## src/rtl/mu0_pkg.sv

```systemverilog
// Shared MU0 constants and the packer state encoding.
package mu0_pkg;

  localparam int MU0_WORD_W = 16;
  localparam int MU0_ADDR_W = 12;
  localparam int MU0_DEPTH  = 4096;

  typedef enum logic [1:0] {
    COLLECT = 2'b00,
    WRITE   = 2'b01,
    FULL    = 2'b10
  } packer_state_t;

  // Byte k of a word lands in the top lane first when msb_first is set.
  function automatic int lane_of(input int idx, input int bytes_per_word, input bit msb_first);
    return msb_first ? (bytes_per_word - 1 - idx) : idx;
  endfunction

endpackage

```

## src/rtl/ram_word_packer_byte_lane_shifter.sv

```systemverilog
// Word register and byte counter; places each loaded byte into its lane.
module byte_lane_shifter
  import mu0_pkg::*;
#(
  parameter int BYTE_W         = 8,
  parameter int BYTES_PER_WORD = 2,
  parameter int MSB_FIRST      = 1,
  parameter int WORD_W         = BYTE_W * BYTES_PER_WORD,
  parameter int CNT_W          = $clog2(BYTES_PER_WORD + 1)
) (
  input  logic              clock,
  input  logic              reset,
  input  logic              load,
  input  logic              clear,
  input  logic [BYTE_W-1:0] byte_in,
  output logic [WORD_W-1:0] word,
  output logic [CNT_W-1:0]  count
);

  int lane;

  always_comb begin
    lane = lane_of(int'(count), BYTES_PER_WORD, MSB_FIRST != 0);
  end

  // Unwritten lanes stay zero, which gives flush its zero padding for free.
  always_ff @(posedge clock) begin
    if (reset || clear) begin
      word  <= '0;
      count <= '0;
    end else if (load) begin
      for (int i = 0; i < BYTES_PER_WORD; i++) begin
        if (i == lane) begin
          word[i*BYTE_W +: BYTE_W] <= byte_in;
        end
      end
      count <= count + CNT_W'(1);
    end
  end

endmodule

```

## src/rtl/ram_word_packer.sv

```systemverilog
// Packs a valid/ready byte stream into RAM words with auto-incrementing address.
module ram_word_packer
  import mu0_pkg::*;
#(
  parameter int BYTE_W         = 8,
  parameter int BYTES_PER_WORD = 2,
  parameter int ADDR_W         = MU0_ADDR_W,
  parameter int DEPTH          = MU0_DEPTH,
  parameter int MSB_FIRST      = 1,
  parameter int WORD_W         = BYTE_W * BYTES_PER_WORD
) (
  input  logic              clock,
  input  logic              reset,
  input  logic [BYTE_W-1:0] in_data,
  input  logic              in_valid,
  output logic              in_ready,
  input  logic              flush,
  output logic [WORD_W-1:0] word_data,
  output logic [ADDR_W-1:0] word_addr,
  output logic              word_we,
  output logic              full,
  output logic              overflow
);

  localparam int CNT_W = $clog2(BYTES_PER_WORD + 1);
  localparam logic [CNT_W-1:0]  LAST_BYTE = CNT_W'(BYTES_PER_WORD - 1);
  localparam logic [ADDR_W-1:0] LAST_ADDR = ADDR_W'(DEPTH - 1);

  packer_state_t    state;
  logic [CNT_W-1:0] count;
  logic             accept;
  logic             last_byte;
  logic             go_write;

  assign accept    = in_valid && in_ready;
  assign last_byte = (count == LAST_BYTE);
  // A flush shares the edge with a byte; the byte is stored before the write.
  assign go_write  = (accept && last_byte) || (flush && (accept || count != '0));

  byte_lane_shifter #(
    .BYTE_W         (BYTE_W),
    .BYTES_PER_WORD (BYTES_PER_WORD),
    .MSB_FIRST      (MSB_FIRST),
    .WORD_W         (WORD_W),
    .CNT_W          (CNT_W)
  ) u_shifter (
    .clock   (clock),
    .reset   (reset),
    .load    (accept),
    .clear   (state == WRITE),
    .byte_in (in_data),
    .word    (word_data),
    .count   (count)
  );

  always_ff @(posedge clock) begin
    if (reset) begin
      state     <= COLLECT;
      word_addr <= '0;
      word_we   <= 1'b0;
      full      <= 1'b0;
      overflow  <= 1'b0;
      in_ready  <= 1'b1;
    end else begin
      if (full && in_valid) begin
        overflow <= 1'b1;
      end
      case (state)
        COLLECT: begin
          if (go_write) begin
            state    <= WRITE;
            word_we  <= 1'b1;
            in_ready <= 1'b0;
          end
        end
        WRITE: begin
          word_we <= 1'b0;
          if (word_addr == LAST_ADDR) begin
            state <= FULL;
            full  <= 1'b1;
          end else begin
            word_addr <= word_addr + ADDR_W'(1);
            state     <= COLLECT;
            in_ready  <= 1'b1;
          end
        end
        FULL: begin
          word_we  <= 1'b0;
          in_ready <= 1'b0;
          full     <= 1'b1;
        end
        default: begin
          state    <= COLLECT;
          word_we  <= 1'b0;
          in_ready <= 1'b1;
        end
      endcase
    end
  end

endmodule

```

## config.mk

```make
export PLATFORM = sky130hd
export DESIGN_NAME = ram_word_packer
export DESIGN_NICKNAME = d
export VERILOG_FILES = /design/src/rtl/mu0_pkg.sv /design/src/rtl/ram_word_packer_byte_lane_shifter.sv /design/src/rtl/ram_word_packer.sv
export SDC_FILE = /design/constraint.sdc
export NUM_CORES = 1
export LEC_CHECK = 0
export CAP_MARGIN = 20
export CORE_ASPECT_RATIO = 0.9
export CORE_MARGIN = 2
export CORE_UTILIZATION = 47
export CTS_CLUSTER_SIZE = 28
export DETAILED_ROUTE_END_ITERATION = 8
export PLACE_DENSITY = 0.83
export SETUP_SLACK_MARGIN = 0.1
export SLEW_MARGIN = 10
export SYNTH_ARGS = -nofsm -noshare
export SYNTH_HDL_FRONTEND = slang
export SYNTH_SLANG_ARGS = --single-unit
```

## constraint.sdc

```tcl
create_clock -name clock -period 2.2 [get_ports clock]
set_clock_uncertainty 0.15 [all_clocks]
set_input_delay 0.44 -clock clock [delete_from_list [all_inputs] [get_ports clock]]
set_output_delay 0.44 -clock clock [all_outputs]
set_load 0.03 [all_outputs]
```

# Word level (Yosys, flattened, before mapping)

Index checks and enable logic that the tools add are counted.

Register bits after elaboration: 36
Input port bits: 12
Logic and storage cells: 49

$add $sub $neg: 3
Equality and inequality tests: 8
Multiplexer cells: 8
Bitwise operators: 3
Reduce and logical (&&, ||, !) cells: 18

Operators with widths:

| kind                                             | count |
|---|---|
| == test 2 x 32 -> 1 bit (first input constant)   | 1 |
| logical NOT 32 bit                               | 1 |
| adder 12 x 1 -> 12 bit (second input constant)   | 1 |
| == test 12 bit (second input constant)           | 1 |
| AND reduction 2 bit                              | 6 |
| inequality test 2 bit (second input constant)    | 3 |
| case mux 2 bit (3 select lines)                  | 1 |
| == test 2 x 1 -> 1 bit (second input constant)   | 2 |
| logical AND 1 bit                                | 4 |
| two-way mux 2 bit                                | 2 |
| nonzero test 2 bit                               | 2 |
| logical OR 1 bit                                 | 3 |
| two-way mux 1 bit                                | 3 |
| inverter 1 bit                                   | 3 |
| case mux 1 bit (3 select lines)                  | 1 |
| subtractor 1 x 2 -> 3 bit (first input constant) | 1 |
| adder 2 x 1 -> 2 bit (second input constant)     | 1 |
| == test 2 bit (second input constant)            | 1 |
| logical NOT 2 bit                                | 1 |
| case mux 1 bit (2 select lines)                  | 1 |
| OR reduction 2 bit                               | 1 |

# Longest topological paths before layout

Gate-level depths: netlist (run 1).

Depth in word-level cells: 6
Gate-level depth with buffers: 7
Mapped depth without buffers: 6

# Modules after synthesis

From an unflattened synthesis (run 1), not the netlist that was laid out.

Cell total of the unflattened synthesis: 180
Area total of the unflattened synthesis: 1829.3 µm²

By module, submodules not included:

| module            | instances | cells an instance | area each (µm²) | seq. area each (µm²) |
|---|---|---|---|---|
| ram_word_packer   | 1         | 94                | 930.9           | 360.3 |
| byte_lane_shifter | 1         | 86                | 898.4           | 360.3 |

# Worst setup path after synthesis (run 1)

Ideal clock, no wire load.

Kind: reg-to-reg
Start point: reg word_addr[0]
End point: reg word_addr[1]
Arrival: 1.662 ns
Slack: 0.259 ns
Stages on the path, launching flop included: 7
Cell sequence: dfxtp_1 > ha_1 > nand2_1 > o41ai_4 > buf_6 > mux2i_1 > nor2_1

Word-level cells in the longest chain between the ends: 3
Elaborated cells on any way between the ends: 4

RTL lines:

| item                                                           | line                  | source |
|---|---|---|
| start: declaration                                             | ram_word_packer.sv:19 | `output logic [ADDR_W-1:0] word_addr,` |
| start signal: assignment                                       | ram_word_packer.sv:82 | `word_addr <= word_addr + ADDR_W'(1);` |
| branches (longest 3 deep; another with adder 12 x 1 -> 12 bit) | n/a                   |  |

Several ways; the timed one is not identified.
A chain may end at the register's enable or synchronous reset.

# Final worst setup path (run 1)

Start point: reg word_addr[4]
End point: out word_addr[4]

No word-level cell between the ends.

==> results.sh, run 1 <==
export IMPL_status="completed"
export IMPL_cts_made_buffers=5
export IMPL_synth_edff_count=0
export IMPL_grt_ovfl_total=0
export IMPL_wire_per_inst_um=13.8
export IMPL_cts_tree="done"
export IMPL_cts_max_level=2
export IMPL_worstPathArrival_ns=1.40
export IMPL_synth_warnings=0
export IMPL_drive_above_1_share_pct=10.1
export IMPL_placed_cell_area_um2=2020
export IMPL_drv_slew=0
export IMPL_fin_crit_sh_pct=90.3
export IMPL_critPathTopFamily="buffers and inverters"
export IMPL_first_pass_iters=4
export IMPL_timing_critical_path_buf_inv=1
export IMPL_hold_violations=0
export IMPL_grt_antenna_before_repair=0
export IMPL_ys_ff_latch=36
export IMPL_final_nets=233
export IMPL_rows=19
export IMPL_min_period_ns=1.99
export IMPL_initial_core_util_pct=50.1
export IMPL_cts_resized=5
export IMPL_yosysSeqAreaShare_pct=46.5
export IMPL_area_growth_syn_to_layout_pct=36.3
export IMPL_drc=0
export IMPL_design_area_um2=2110
export IMPL_grt_max_degree=19
export IMPL_cts_root_buf="clkbuf_4"
export IMPL_critPathLaunchType="register"
export IMPL_tightestPinTransition_ns=0.620
export IMPL_dp_hpwl_um=2670
export IMPL_seq_area_um2=721
export IMPL_coreArea_um2=3090
export IMPL_ys_types=37
export IMPL_clock_sinks=36
export IMPL_timing_final_ws_setup_ns=0.213
export IMPL_async_flop_share_pct=0
export IMPL_track_usage_pct=19.1
export IMPL_vias_per_cell=5.38
export IMPL_slowest_delay_ns=0.69
export IMPL_syn_nets=187
export IMPL_clk_pin_slew_worst_paths_ns=0.10
export IMPL_final_fill_count=258
export IMPL_die_area_um2=3770
export IMPL_io_pins=44
export IMPL_grt_pass1_vias=1270
export IMPL_drt_antenna_violating_nets=0
export IMPL_die_height_um=58.5
export IMPL_cap_violations=0
export IMPL_vias=1399
export IMPL_postCtsHoldBufs=0
export IMPL_finalSetupViolCount=0
export IMPL_clock_latency_ns=0.32
export IMPL_synth_area_per_cell_um2=9.06
export IMPL_tns_ns=0
export IMPL_num_antenna_cells=0
export IMPL_synth_area_leaders="dfxtp_1 (47%), mux2i_1 (5.8%), nand2_1 (5.6%)"
export IMPL_multi_input_area_um2=767
export IMPL_fmaxAchievable_mhz=503
export IMPL_pre_cts_ws_ns=0.182
export IMPL_wirelength_um=3600
export IMPL_syn_inst=171
export IMPL_synthFlopType="dfxtp_1"
export IMPL_cts_buffer_depth=2
export IMPL_die_w_um=64.5
export IMPL_drt_iter0_markers=45
export IMPL_criticalPathCategory="reg -> out"
export IMPL_final_cell_mix="dfxtp_1 (36), clkdlybuf4s50_1 (31), nand2_1 (23)"
export IMPL_yosys_area_top_type="dfxtp_1"
export IMPL_slew_headroom_pct=58.6
export IMPL_path_max_fanout=5
export IMPL_cts_setup_buffers=0
export IMPL_p_per_area_nw_per_um2=701
export IMPL_peakVddDrop_mv=0.521
export IMPL_total_leakage_power_uw=0.000912
export IMPL_rsz0062_at_grt="false"
export IMPL_crit_path_cell_trace="clkdlybuf4s50_1"
export IMPL_worst_setup_path_end_kind="output pin"
export IMPL_worstHoldPathType="reg -> reg"
export IMPL_layout_cells_most_common="dfxtp_1"
export IMPL_netlist_area_um2=1550
export IMPL_portBuffers=43
export IMPL_synth_top_area_share_pct=46.5
export IMPL_crit_slowest_cell="clkdlybuf4s50_1"
export IMPL_grt_pass1_wl_um=5490
export IMPL_critPathRequiredTime_ns=1.61
export IMPL_fin_util_pct=68.3
export IMPL_gp_routability_congestion=0.800
==> final timing paths <==
path	start	end	slack (ns)	cells after the start
min reg2reg	u_shifter.word[3]$_SDFFE_PP0P_	u_shifter.word[3]$_SDFFE_PP0P_	0.32	2
max reg2reg	word_addr[0]$_SDFFE_PP0P_	word_addr[7]$_SDFFE_PP0P_	0.25	6
max	word_addr[4]$_SDFFE_PP0P_	word_addr[4]	0.21	1
min	u_shifter.word[3]$_SDFFE_PP0P_	u_shifter.word[3]$_SDFFE_PP0P_	0.32	2
==> layer usage <==
metal  wire length, um  vias to the layer above  GRT usage, %
met4                44                        0          7.90
li1                  -                      689             -
met3               158                        4          6.88
met5                 0                        -             0
met2              1870                       37          33.2
met1              1530                      669          21.5
==> power by group <==
group          internal [uW]  switching (uW)
clock network            238             205
logic                    137             175
registers                691            33.5
==> state kept, by name, summed over array words and instances (netlist names) <==
signal	count
word_we	1
full	1
overflow	1
u_shifter.count	2
u_shifter.word	16
state	2
word_addr	12
in_ready	1
==> per-stage QoR <==
stage | hold WS, ns | power (uW) | std cells
finish | 0.317 | 1480 | 260
global route | 0.331 | 1550 | 260
detailed placement | 0.301 | 1050 | 252
floorplan | 0.286 | 932 | 171
CTS | 0.316 | 1490 | 260
global placement | 0.292 | 1040 | 252
==> cell usage after synthesis (2+ instances only) <==
| master | n |
|---|---|
| nor2_1 | 17 |
| nor4_1 | 3 |
| nand3_1 | 8 |
| inv_1 | 6 |
| or4_1 | 3 |
| o31ai_1 | 3 |
| ha_1 | 4 |
| xnor2_1 | 3 |
| dfxtp_1 | 36 |
| a21oi_1 | 17 |
| or3_2 | 4 |
| a211oi_1 | 2 |
| clkbuf_1 | 5 |
| mux2i_1 | 9 |
| o21ai_1 | 4 |
| and3_1 | 2 |
| a21oi_2 | 3 |
| nand2_1 | 23 |
==> area by class of cell <==
type                            count  share of cell area (%)
Clock buffer                        6                    1.96
Clock inverter                      2                    1.66
Inverter                            6                    1.07
Multi-Input combinational cell    121                    36.3
Sequential cell                    36                    34.1
Tap cell                           42                    2.49
Timing Repair Buffer               47                    22.3
==> kinds of logic after synthesis <==
| family | Yosys count | synth area share [%] |
|---|---|---|
| flip-flops | 36 | 46.5 |
| multiplexers | 9 | 5.82 |
| adder cells (fa/ha/maj) | 4 | 3.23 |
| AND/OR/NAND/NOR | 69 | 22.8 |
| buffers and inverters | 14 | 3.96 |
| AO/OA/AOI/OAI | 35 | 15.4 |
| XOR/XNOR | 4 | 2.26 |
Note: power is estimated with default switching activity, not from simulation.
==> run 2: changes to the inputs <==
--- a/config.mk
+++ b/config.mk
@@ -6,7 +6,7 @@
 export NUM_CORES = 1
 export LEC_CHECK = 0
 export CAP_MARGIN = 20
-export CORE_ASPECT_RATIO = 0.9
+export CORE_ASPECT_RATIO = 1.5
 export CORE_MARGIN = 2
 export CORE_UTILIZATION = 47
 export CTS_CLUSTER_SIZE = 28
==> results.sh, run 2 (synthesis results as in run 1) <==
export IMPL_status="completed"
export IMPL_grt_pass1_vias=1248
export IMPL_layout_cells_most_common="clkdlybuf4s50_1"
export IMPL_drive_above_1_share_pct=10.6
export IMPL_min_period_ns=2.06
export IMPL_drt_iter0_markers=34
export IMPL_coreArea_um2=3160
export IMPL_min_to="u_shifter.word[2]$_SDFFE_PP0P_"
export IMPL_cts_tree="done"
export IMPL_layoutNonFillerInstCount=258
export IMPL_wirelength_um=3400
export IMPL_cts_setup_buffers=0
export IMPL_grt_antenna_before_repair=0
export IMPL_clock_sinks=36
export IMPL_cts_root_buf="clkbuf_8"
export IMPL_crit_path_cell_trace="clkdlybuf4s50_1"
export IMPL_slowest_delay_ns=0.72
export IMPL_rsz0062_at_grt="false"
export IMPL_tns_ns=0
export IMPL_initial_core_util_pct=49.0
export IMPL_fmaxAchievable_mhz=485
export IMPL_tightestPinTransition_ns=0.610
export IMPL_regMostFlops="u_shifter.word"
export IMPL_vias=1367
export IMPL_peakVddDrop_mv=0.604
export IMPL_cts_buffer_depth=2
export IMPL_first_pass_iters=4
export IMPL_worstHoldPathType="reg -> reg"
export IMPL_grt_ovfl_total=0
export IMPL_clk_pin_slew_worst_paths_ns=0.07
export IMPL_io_pins=44
export IMPL_p_per_area_nw_per_um2=845
export IMPL_timing_critical_path_buf_inv=1
export IMPL_rows=25
export IMPL_grt_max_degree=19
export IMPL_largest_register_ffs=16
export IMPL_min_from="u_shifter.word[2]$_SDFFE_PP0P_"
export IMPL_critPathLaunchType="register"
export IMPL_timing_final_ws_setup_ns=0.140
export IMPL_hold_violations=0
export IMPL_pre_cts_ws_ns=0.212
export IMPL_dp_hpwl_um=2390
export IMPL_final_nets=233
export IMPL_min_path_cells=2
export IMPL_num_antenna_cells=0
export IMPL_regToRegEndpoint="word_addr[7]$_SDFFE_PP0P_"
export IMPL_rr_startpoint="word_addr[0]$_SDFFE_PP0P_"
export IMPL_r2r_cells=6
export IMPL_final_cell_mix="clkdlybuf4s50_1 (40), dfxtp_1 (36), nand2_1 (23)"
export IMPL_die_area_um2=3780
export IMPL_fin_crit_sh_pct=93.6
export IMPL_wire_per_inst_um=13.2
export IMPL_worst_setup_path_end_kind="output pin"
export IMPL_area_growth_syn_to_layout_pct=40.7
export IMPL_cts_made_buffers=5
export IMPL_total_leakage_power_uw=0.000824
export IMPL_cts_max_level=2
export IMPL_drv_slew=0
export IMPL_reg2reg_slack_ns=0.28
export IMPL_critPathTopFamily="buffers and inverters"
export IMPL_place_inst=250
export IMPL_finalSetupViolCount=0
export IMPL_cap_violations=0
export IMPL_die_w_um=50.9
export IMPL_top_regs="u_shifter.word: 16 flops, word_addr: 12 flops"
export IMPL_postCtsHoldBufs=0
export IMPL_drt_antenna_violating_nets=0
export IMPL_portBuffers=43
export IMPL_crit_slowest_cell="clkdlybuf4s50_1"
export IMPL_hold_ws_ns=0.305
export IMPL_criticalPathCategory="reg -> out"
export IMPL_path_max_fanout=7
export IMPL_drc=0
export IMPL_grt_pass1_wl_um=5470
export IMPL_gp_routability_congestion=0.728
export IMPL_worstPathArrival_ns=1.47
export IMPL_clock_latency_ns=0.29
export IMPL_die_height_um=74.3
export IMPL_vias_per_cell=5.30
export IMPL_track_usage_pct=19.6
export IMPL_critPathRequiredTime_ns=1.61
export IMPL_slew_headroom_pct=59.4
[run 2: cell types whose count changed in the layout (fill, tap and decap cells not counted), sizes merged]
cell           before  now
dlygate4sd2         5    2
bufinv              1    3
clkinv              1    0
dlymetal6s2s        7    1
clkdlybuf4s50      31   40
clkbuf              6    5
[run 2: layer usage]
layer / wire length (um) / vias to the layer above / track usage, %
met5: 0 / - / 0
met4: 68 / 0 / 9.01
met3: 214 / 6 / 6.63
met2: 1760 / 42 / 36.5
met1: 1350 / 632 / 19.3
li1: - / 687 / -
[run 2: power by group]
group	leakage (uW)	total [uW]	internal [uW]	switching, uW
clock network	0.0000784	810	567	243
registers	0.000292	721	691	29.9
logic	0.000453	312	139	173
[run 2: timing repair]
| action | CTS | global route |
|---|---|---|
| gates resized for setup | 2 | 1 |
| setup endpoints to repair | 2 | 1 |
| cloned | 0 | 0 |
[run 2: through the flow]
step	total power [uW]	util, %	instance area, um^2
after floorplan	932	-	1550
after global placement	1040	64.0	2020
after detailed placement	1050	64.0	2020
after CTS	1860	68.9	2180
after global routing	1910	69.0	2180
final	1840	69.0	2180
[run 2: cell type report]
| class | count | area, um^2 |
|---|---|---|
| fill | 257 | 980 |
| multi-input combinational | 121 | 767 |
| sequential | 36 | 721 |
| timing repair buffer | 47 | 460 |
| clock inverter | 3 | 90.1 |
| clock buffer | 5 | 68.8 |
| tap | 40 | 50.0 |
| inverter | 6 | 22.5 |
[run 2: how the worst max path moves through the flow]
stage | startpoint | endpoint | slack (ns) | depth (start not counted)
global placement | in_valid | word_we$_SDFFE_PP0P_ | 0.30 | 4
floorplan | word_addr[0]$_SDFFE_PP0P_ | word_addr[1]$_SDFFE_PP0P_ | 0.26 | 6
CTS | word_addr[7]$_SDFFE_PP0P_ | word_addr[7] | 0.11 | 1
detailed placement | in_valid | word_we$_SDFFE_PP0P_ | 0.21 | 4
finish | word_addr[5]$_SDFFE_PP0P_ | word_addr[5] | 0.14 | 1
global route | word_addr[5]$_SDFFE_PP0P_ | word_addr[5] | 0.10 | 1
